--- config.mk ---
export PLATFORM = sky130hd
export DESIGN_NAME = bias_accum_relu
export DESIGN_NICKNAME = d
export VERILOG_FILES = /design/src/rtl/cnn_pkg.sv /design/src/rtl/bias_accum_lane.sv /design/src/rtl/bias_accum_relu.sv
export SDC_FILE = /design/constraint.sdc
export NUM_CORES = 2
export LEC_CHECK = 0
export CELL_PAD_IN_SITES_DETAIL_PLACEMENT = 1
export CELL_PAD_IN_SITES_GLOBAL_PLACEMENT = 2
export CORE_MARGIN = 4
export CORE_UTILIZATION = 25
export CTS_BUF_LIST = sky130_fd_sc_hd__clkbuf_4 sky130_fd_sc_hd__clkbuf_8
export DETAILED_ROUTE_END_ITERATION = 10
export HOLD_SLACK_MARGIN = 0.08
export PLACE_DENSITY = 0.82
export REMOVE_ABC_BUFFERS = 1
export SYNTH_ARGS = -nofsm -noshare
export SYNTH_HDL_FRONTEND = slang
export SYNTH_SLANG_ARGS = --single-unit
--- constraint.sdc ---
create_clock -name clk -period 13.85 [get_ports clk]
set_input_delay 2.77 -clock clk [delete_from_list [all_inputs] [get_ports clk]]
set_output_delay 2.77 -clock clk [all_outputs]
set_load 0.03 [all_outputs]
--- src/rtl/cnn_pkg.sv ---
// Shared CNN datapath constants and helpers used by every layer.
package cnn_pkg;

  localparam int CNN_W   = 18;
  localparam int SAT_MAX = (1 << (CNN_W - 1)) - 1;   //  131071
  localparam int SAT_MIN = -(1 << (CNN_W - 1));      // -131072

  // Clamp a wide signed value into the signed range of a w-bit result.
  // Callers keep the low w bits of the return value.
  function automatic logic signed [63:0] sat_w(input logic signed [63:0] v,
                                               input int                 w);
    logic signed [63:0] hi, lo;
    hi = (64'sd1 <<< (w - 1)) - 64'sd1;
    lo = -(64'sd1 <<< (w - 1));
    if (v > hi)      return hi;
    else if (v < lo) return lo;
    else             return v;
  endfunction

  // Bit offset of lane i in a flat vector of w-bit lanes (lane 0 at the LSBs).
  function automatic int lane_lsb(input int i, input int w);
    return i * w;
  endfunction

endpackage

--- src/rtl/bias_accum_lane.sv ---
// One lane: bias-seeded partial-sum accumulator with ReLU and saturation
// into a held output register.
module bias_accum_lane
  import cnn_pkg::*;
#(
  parameter int W     = CNN_W,
  parameter int ACC_W = W + 4
) (
  input  logic         clk,
  input  logic         rst_n,
  input  logic         fire_i,     // beat accepted this cycle
  input  logic         first_i,    // accepted beat is the first of a vector
  input  logic         last_i,     // accepted beat is the final one
  input  logic         relu_en_i,
  input  logic [W-1:0] bias_i,
  input  logic [W-1:0] din_i,
  output logic [W-1:0] dout_o
);

  logic signed [ACC_W-1:0] acc_q, acc_d;
  logic        [W-1:0]     out_q, out_d;
  logic signed [ACC_W-1:0] bias_x, din_x, sum, relu_v;
  logic signed [63:0]      wide, sat64;
  logic                    sat_hi_unused;

  // Bias only enters on the first beat, so later bias changes are ignored.
  // With a single-beat vector first and last coincide and the same sum works.
  always_comb begin
    bias_x = {{(ACC_W-W){bias_i[W-1]}}, bias_i};
    din_x  = {{(ACC_W-W){din_i[W-1]}}, din_i};
    sum    = (first_i ? bias_x : acc_q) + din_x;
    relu_v = (relu_en_i && sum[ACC_W-1]) ? '0 : sum;
    wide   = {{(64-ACC_W){relu_v[ACC_W-1]}}, relu_v};
    sat64  = sat_w(wide, W);
    acc_d  = fire_i ? sum : acc_q;
    out_d  = (fire_i && last_i) ? sat64[W-1:0] : out_q;
  end

  assign sat_hi_unused = ^sat64[63:W];

  // Accumulator and held result; reset drops any partial or pending vector.
  always_ff @(posedge clk) begin
    if (!rst_n) begin
      acc_q <= '0;
      out_q <= '0;
    end else begin
      acc_q <= acc_d;
      out_q <= out_d;
    end
  end

  assign dout_o = out_q;

endmodule

--- src/rtl/bias_accum_relu.sv ---
// Per-channel bias fold, N_SLICES-beat accumulation, ReLU and saturation
// with a valid/ready output register toward the next layer's buffer.
module bias_accum_relu
  import cnn_pkg::*;
#(
  parameter int N_adder_tree = 16,
  parameter int W            = CNN_W,
  parameter int N_SLICES     = 4
) (
  input  logic                      clk,
  input  logic                      rst_n,
  input  logic [N_adder_tree*W-1:0] bias,
  input  logic                      relu_en,
  input  logic [N_adder_tree*W-1:0] in_data,
  input  logic                      in_valid,
  output logic                      in_ready,
  output logic [N_adder_tree*W-1:0] out_data,
  output logic                      out_valid,
  input  logic                      out_ready,
  output logic [$clog2(N_SLICES):0] slice_cnt
);

  localparam int ACC_W = W + $clog2(N_SLICES + 1) + 1;
  localparam int CW    = $clog2(N_SLICES) + 1;
  localparam logic [CW-1:0] LAST = CW'(N_SLICES - 1);

  logic [N_adder_tree-1:0][W-1:0] bias_l, in_l, out_l;
  logic [CW-1:0] cnt_q, cnt_d;
  logic          vld_q, vld_d;
  logic          is_first, is_last, fire;

  assign bias_l   = bias;
  assign in_l     = in_data;
  assign out_data = out_l;

  assign is_first = (cnt_q == '0);
  assign is_last  = (cnt_q == LAST);
  // Only a final beat can stall, and only behind an unaccepted result.
  assign in_ready = !is_last || !vld_q || out_ready;
  assign fire     = in_valid && in_ready;

  // Beat counter and output-valid next state.
  always_comb begin
    cnt_d = cnt_q;
    vld_d = vld_q;
    if (fire) cnt_d = is_last ? '0 : cnt_q + CW'(1);
    if (fire && is_last) vld_d = 1'b1;
    else if (out_ready)  vld_d = 1'b0;
  end

  // Control state registers.
  always_ff @(posedge clk) begin
    if (!rst_n) begin
      cnt_q <= '0;
      vld_q <= 1'b0;
    end else begin
      cnt_q <= cnt_d;
      vld_q <= vld_d;
    end
  end

  for (genvar g = 0; g < N_adder_tree; g++) begin : g_lane
    bias_accum_lane #(.W(W), .ACC_W(ACC_W)) u_lane (
      .clk       (clk),
      .rst_n     (rst_n),
      .fire_i    (fire),
      .first_i   (is_first),
      .last_i    (is_last),
      .relu_en_i (relu_en),
      .bias_i    (bias_l[g]),
      .din_i     (in_l[g]),
      .dout_o    (out_l[g])
    );
  end

  assign out_valid = vld_q;
  assign slice_cnt = cnt_q;

endmodule

[Yosys cells after proc, flatten, opt, wreduce, memory -nomap -nowiden]
Cells that the tools add are included.
Word-level totals
  register bits after elaboration: 644
  word-level logic and storage cells: 175
  input bits: 581
  output and inout port bits: 293
Cells by class
  add/sub/neg operators: 17
  mux-type cells: 67
  eq/ne operators: 1
  magnitude comparators: 32
  reduce and logical (&&, ||, !) cells: 24
Operators by type and width (number)
  $mux 22: 32
  $mux 18: 32
  $add 22x18->22: 16
  $gt 22x18->1 const B: 16
  $lt 22x18->1 const B: 16
  $logic_and 1x1->1: 18
  $add 3x1->3 const B: 1
  $eq 3x2->1 const B: 1
  $logic_not 3->1: 1
  $mux 3: 1
  $logic_not 1->1: 2
  $logic_or 1x1->1: 2
  $mux 1: 2
  $reduce_bool 2->1: 1

[Depth between registers and ports, before layout]
  depth in word-level cells: 8
  mapped depth: 25
  depth with buffers taken out: 18

[Modules after synthesis]
A second synthesis with hierarchy kept.
Unflattened totals
  cell total of the unflattened synthesis: 5599
  area total of the unflattened synthesis: 48725.5 µm²
By module, submodules not included
  bias_accum_lane (g_lane[0].u_lane ...): instances 13, cells an instance 349, area each 3034.2 µm²
  bias_accum_lane (g_lane[13].u_lane): instances 1, cells an instance 364, area each 3220.6 µm²
  bias_accum_lane (g_lane[9].u_lane): instances 1, cells an instance 342, area each 2947.8 µm²
  bias_accum_lane (g_lane[5].u_lane): instances 1, cells an instance 333, area each 2890.3 µm²
  bias_accum_relu: instances 1, cells an instance 23, area each 222.7 µm²

[Worst setup path after synthesis]
Ideal clock, no wire load.
  path type: input -> output
  from: input port out_ready
  to: output port in_ready
  arrival: 3304 ps
  cell stages on the path: 2
  setup slack: 7776 ps
  cells stage by stage: nand2b_1 > or2_2
On the way
  longest elaborated chain between the ends: 1
RTL lines
  start, declared: RTL line bias_accum_relu.sv:19  | input logic out_ready,
  $logic_or 1x1->1: RTL line bias_accum_relu.sv:39  | assign in_ready = !is_last || !vld_q || out_ready;
  end, declared: RTL line bias_accum_relu.sv:16  | output logic in_ready,
No other way between the ends.

[Final worst setup path]
Same ends and word-level chain as after synthesis.

==> qor_table.md <==
| Item | This run | Unit |
| --- | --- | --- |
| Switching power | 0.002734 | W |
| Post-route worst setup slack | 6.733 | ns |
| CP most frequent cell | sky130_fd_sc_hd__clkdlybuf4s50_1 | - |
| Ratio of final minimum period to clock period | 51.38 | % |
| Post-Synthesis Cells | 6084 | - |
| Buffer depth of the longest clock path | 3 | - |
| Achievable frequency | 140.5 | MHz |
| Count of TritonRoute iterations in the first routing pass | 5 | - |
| Sort of element at the start of the critical path | input pin | - |
| Worst hold path cell count | 2 | - |
| Cell Area, Synth | 43490 | sq um |
| Setup Viol. Count Final | 0 | - |
| Kind of critical path | in2out | - |
| Detailed Place HPWL | 145200 | microns |
| Clock sinks | 644 | - |
| Root buffer cell | sky130_fd_sc_hd__clkbuf_8 | - |
| DRT antenna net count | 0 | - |
| H-tree level count | 4 | - |
| Most frequent standard cell in the layout excluding fill and tap cells | sky130_fd_sc_hd__nand2_1 | - |
| Reg-to-reg slack, setup | 7.64 | ns |
| VDD IR-drop max | 91.94 | uV |
| Design internal power | 0.004328 | W |
| Share of power burned in combinational logic | 38.2 | % |
| Outcome | finished, final reports clean | - |
| Chip Height | 425.1 | microns |
| Worst Setup End Kind | primary output | - |
| TritonCTS clock tree | done | - |
| Average wire per cell in the routed design | 21.24 | microns |
| Portion of total power attributed to sequential cells | 29.7 | % |
| Synthesized area per cell | 7.149 | sq um |
| Final worst path period need | 7.117 | ns |
| CTS Hold Bufs | 0 | - |
| Yosys warns | 0 | - |
| TritonCTS buffer count | 139 | - |
| Detailed Route Iter0 Violations | 1972 | - |
| Pin count of the biggest net entering global routing | 105 | - |
| Number of failing hold endpoints at the final stage | 0 | - |
| Transition time at the pin with the least slew margin | 1.170 | ns |
| Clock skew after layout | 0.05288 | ns |
| Number of maximum-capacitance constraint violations | 0 | - |
| Final Slew Violations | 0 | - |
| Post-layout util | 33.27 | % |
| Routability Congestion | 0.8732 | - |
| Overall global routing resource usage | 20.91 | % |
| Count of flip-flops with a built-in enable after synthesis | 0 | - |
| Filler cell count in the final layout | 21240 | - |
| Buffers inserted by post-CTS timing repair | 0 | - |
| Type of the worst min-delay path | reg2reg | - |
| Capturing point of the worst reg2reg path | g_lane[1].u_lane.dout_o[10] | - |
| Part of the Yosys area used for sequential elements | 29.64 | % |
| CP max stage delay | 0.61 | ns |
| Top Ports | 874 | - |
| Global-route wire length before repair | 295600 | microns |
| Post-detailed-route via-to-cell ratio | 5.016 | - |
| Worst path arrival time | 4.35 | ns |
| Distinct cell type count after synthesis | 98 | - |
| Standard cell with the maximum stage delay on the critical path | sky130_fd_sc_hd__clkdlybuf4s50_1 | - |
| Worst r2r path cells | 19 | - |
| Vias in the first global route | 48720 | - |
| Clock edge transition at the registers on the reported setup and hold paths | 0.06 | ns |
| Leading register cell type out of synthesis | sky130_fd_sc_hd__dfxtp_1 | - |
| Initial cell density of the core | 25.24 | % |
| Pwr/cell area | 123.2 | nW/um^2 |
| Ratio of cells with drive above 1 in the final layout | 6.057 | % |
| Most frequent cells in the layout | sky130_fd_sc_hd__nand2_1, sky130_fd_sc_hd__clkdlybuf4s50_1, sky130_fd_sc_hd__a21oi_1 | - |
| Area growth, synth to finish | 31.80 | % |
| Pre-CTS setup slack | 6.511 | ns |
| Worst reg2reg startpoint | slice_cnt[0] | - |
| Horizontal die dimension | 425.1 | microns |
| Antenna violations before repair | 66 | - |
| Wire length reported by the detailed router | 197100 | microns |
| Kind of cell adding the most delay to the critical path | buffers and inverters | - |
| Detailed-route via count | 46540 | - |
| Total DRC errors in the routed layout | 0 | - |
| Worst hold-check slack | 0.4534 | ns |
| Worst path cell trace | clkdlybuf4s50_1 -> nand2b_1 -> or2_2 -> clkdlybuf4s50_1 | - |
| Row Count | 152 | - |
| Synth Register Bits | 644 | - |
| NumNets Final | 7755 | - |
| CP max FO | 4 | - |
| Latest clock arrival within the worst-skew pair | 0.92 | ns |
| Resized cells post-CTS | 0 | - |
| Fraction of registers with async set or reset after synthesis | 0 | % |
| Port bufs | 873 | - |
| Setup TNS after final layout | 0 | ns |
| Setup repair after global routing missed its margin | no | - |
| Critical path buffers and inverters | 2 | - |
| Clock Power Share | 32.0 | % |
| Total die area | 180700 | sq um |
| Proportion of total power due to net switching | 38.72 | % |
| Final global-route overflow total | 0 | - |
| HP Start | g_lane[1].u_lane.acc_q[21] | - |
| P_leak | 23.91 | nW |
| Core region area | 172300 | sq um |
| Required time at the endpoint of the critical path | 11.08 | ns |
| Relative slew slack | 21.99 | % |
| Worst-case hold path end point | g_lane[1].u_lane.acc_q[21] | - |
-- area by class of cell --
type,count,area [sq um],area share [%]
antenna,51,127.6,0.2226
clock buffer,213,2675,4.667
clock inverter,28,257.7,0.4496
inverter,100,382.9,0.6679
multi-input combinational,5019,28990,50.57
sequential,644,12890,22.49
tap,2310,2890,5.042
timing repair buffer,914,9109,15.89
-- synth_stat cells, types with 57 or more instances --
library cell / instances / share of area [%]
sky130_fd_sc_hd__nor2_1: 483 / 4.2
sky130_fd_sc_hd__dfxtp_1: 644 / 30
sky130_fd_sc_hd__inv_1: 99 / 0.85
sky130_fd_sc_hd__clkbuf_1: 275 / 2.4
sky130_fd_sc_hd__xnor2_1: 202 / 4.1
sky130_fd_sc_hd__ha_1: 340 / 9.8
sky130_fd_sc_hd__a21o_1: 110 / 1.9
sky130_fd_sc_hd__nor3_1: 88 / 1.0
sky130_fd_sc_hd__xor2_1: 99 / 2.0
sky130_fd_sc_hd__nand2b_1: 66 / 0.95
sky130_fd_sc_hd__a21oi_1: 694 / 8.0
sky130_fd_sc_hd__a211oi_1: 61 / 1.1
sky130_fd_sc_hd__a31oi_1: 57 / 0.82
sky130_fd_sc_hd__o22ai_1: 68 / 0.98
sky130_fd_sc_hd__nand3_1: 72 / 0.83
sky130_fd_sc_hd__o21ai_0: 368 / 4.2
sky130_fd_sc_hd__nand2_1: 1700 / 15
-- tightest hold or removal path: stages (launching register included) --
cell	delay, ns
sky130_fd_sc_hd__dfxtp_1	0.30
sky130_fd_sc_hd__nand2_1	0.05
sky130_fd_sc_hd__a21oi_1	0.05
-- metal layers --
metal / track usage, % / vias to the layer above / routed length [microns]
li1: - / 22580 / -
met1: 23.80 / 22620 / 80370
met2: 36.82 / 952 / 97360
met3: 3.499 / 389 / 7665
met4: 12.04 / 4 / 11650
met5: 0 / - / 27
-- power groups by stage --
stage	logic, W	registers (W)	clock network [W]
after global placement	0.00264	0.00213	0
final	0.00270	0.00210	0.00226
after detailed placement	0.00269	0.00214	0
after floorplan	0.00187	0.00215	0
after CTS	0.00271	0.00210	0.00236
after global routing	0.00301	0.00212	0.00243
-- state kept, by name (all words and copies together) (netlist names) --
name / count
g_lane.u_lane.acc_q: 352
slice_cnt: 3
out_valid: 1
g_lane.u_lane.dout_o: 288
-- how the worst max path moves through the flow --
stage	start	endpoint	slack, ns	depth (start not counted)
floorplan	slice_cnt[0]	g_lane[0].u_lane.dout_o[0]	0.15	16
global placement	bias[18]	g_lane[1].u_lane.dout_o[7]	6.62	15
detailed placement	bias[18]	g_lane[1].u_lane.dout_o[5]	6.51	15
CTS	out_ready	in_ready	6.73	4
global route	out_ready	in_ready	6.66	4
finish	out_ready	in_ready	6.73	4
-- cells by family (layout without fill, tap and decap cells) --
group                      after synthesis  after routing  synth area share, %
buffers and inverters                  421           1255                3.867
xor gates and xnor gates               301            301                6.062
adders and majority gates              356            356                10.52
and+or+nand+nor                       2625           2625                25.03
muxes                                   10             10               0.2417
DFF                                    644            644                29.64
AOI/OAI and AO/OA                     1727           1727                24.64
other                                    0             51                    0
-- metrics by stage --
step / instances / power (W) / area [sq um]
detailed placement: 8987 / 0.004829 / 54260
CTS: 9228 / 0.007168 / 57190
global placement: 8987 / 0.004766 / 54260
floorplan: 5763 / 0.004023 / 42190
global route: 9278 / 0.007562 / 57320
finish: 9279 / 0.007062 / 57320
Power figures use the tool's default switching activity.
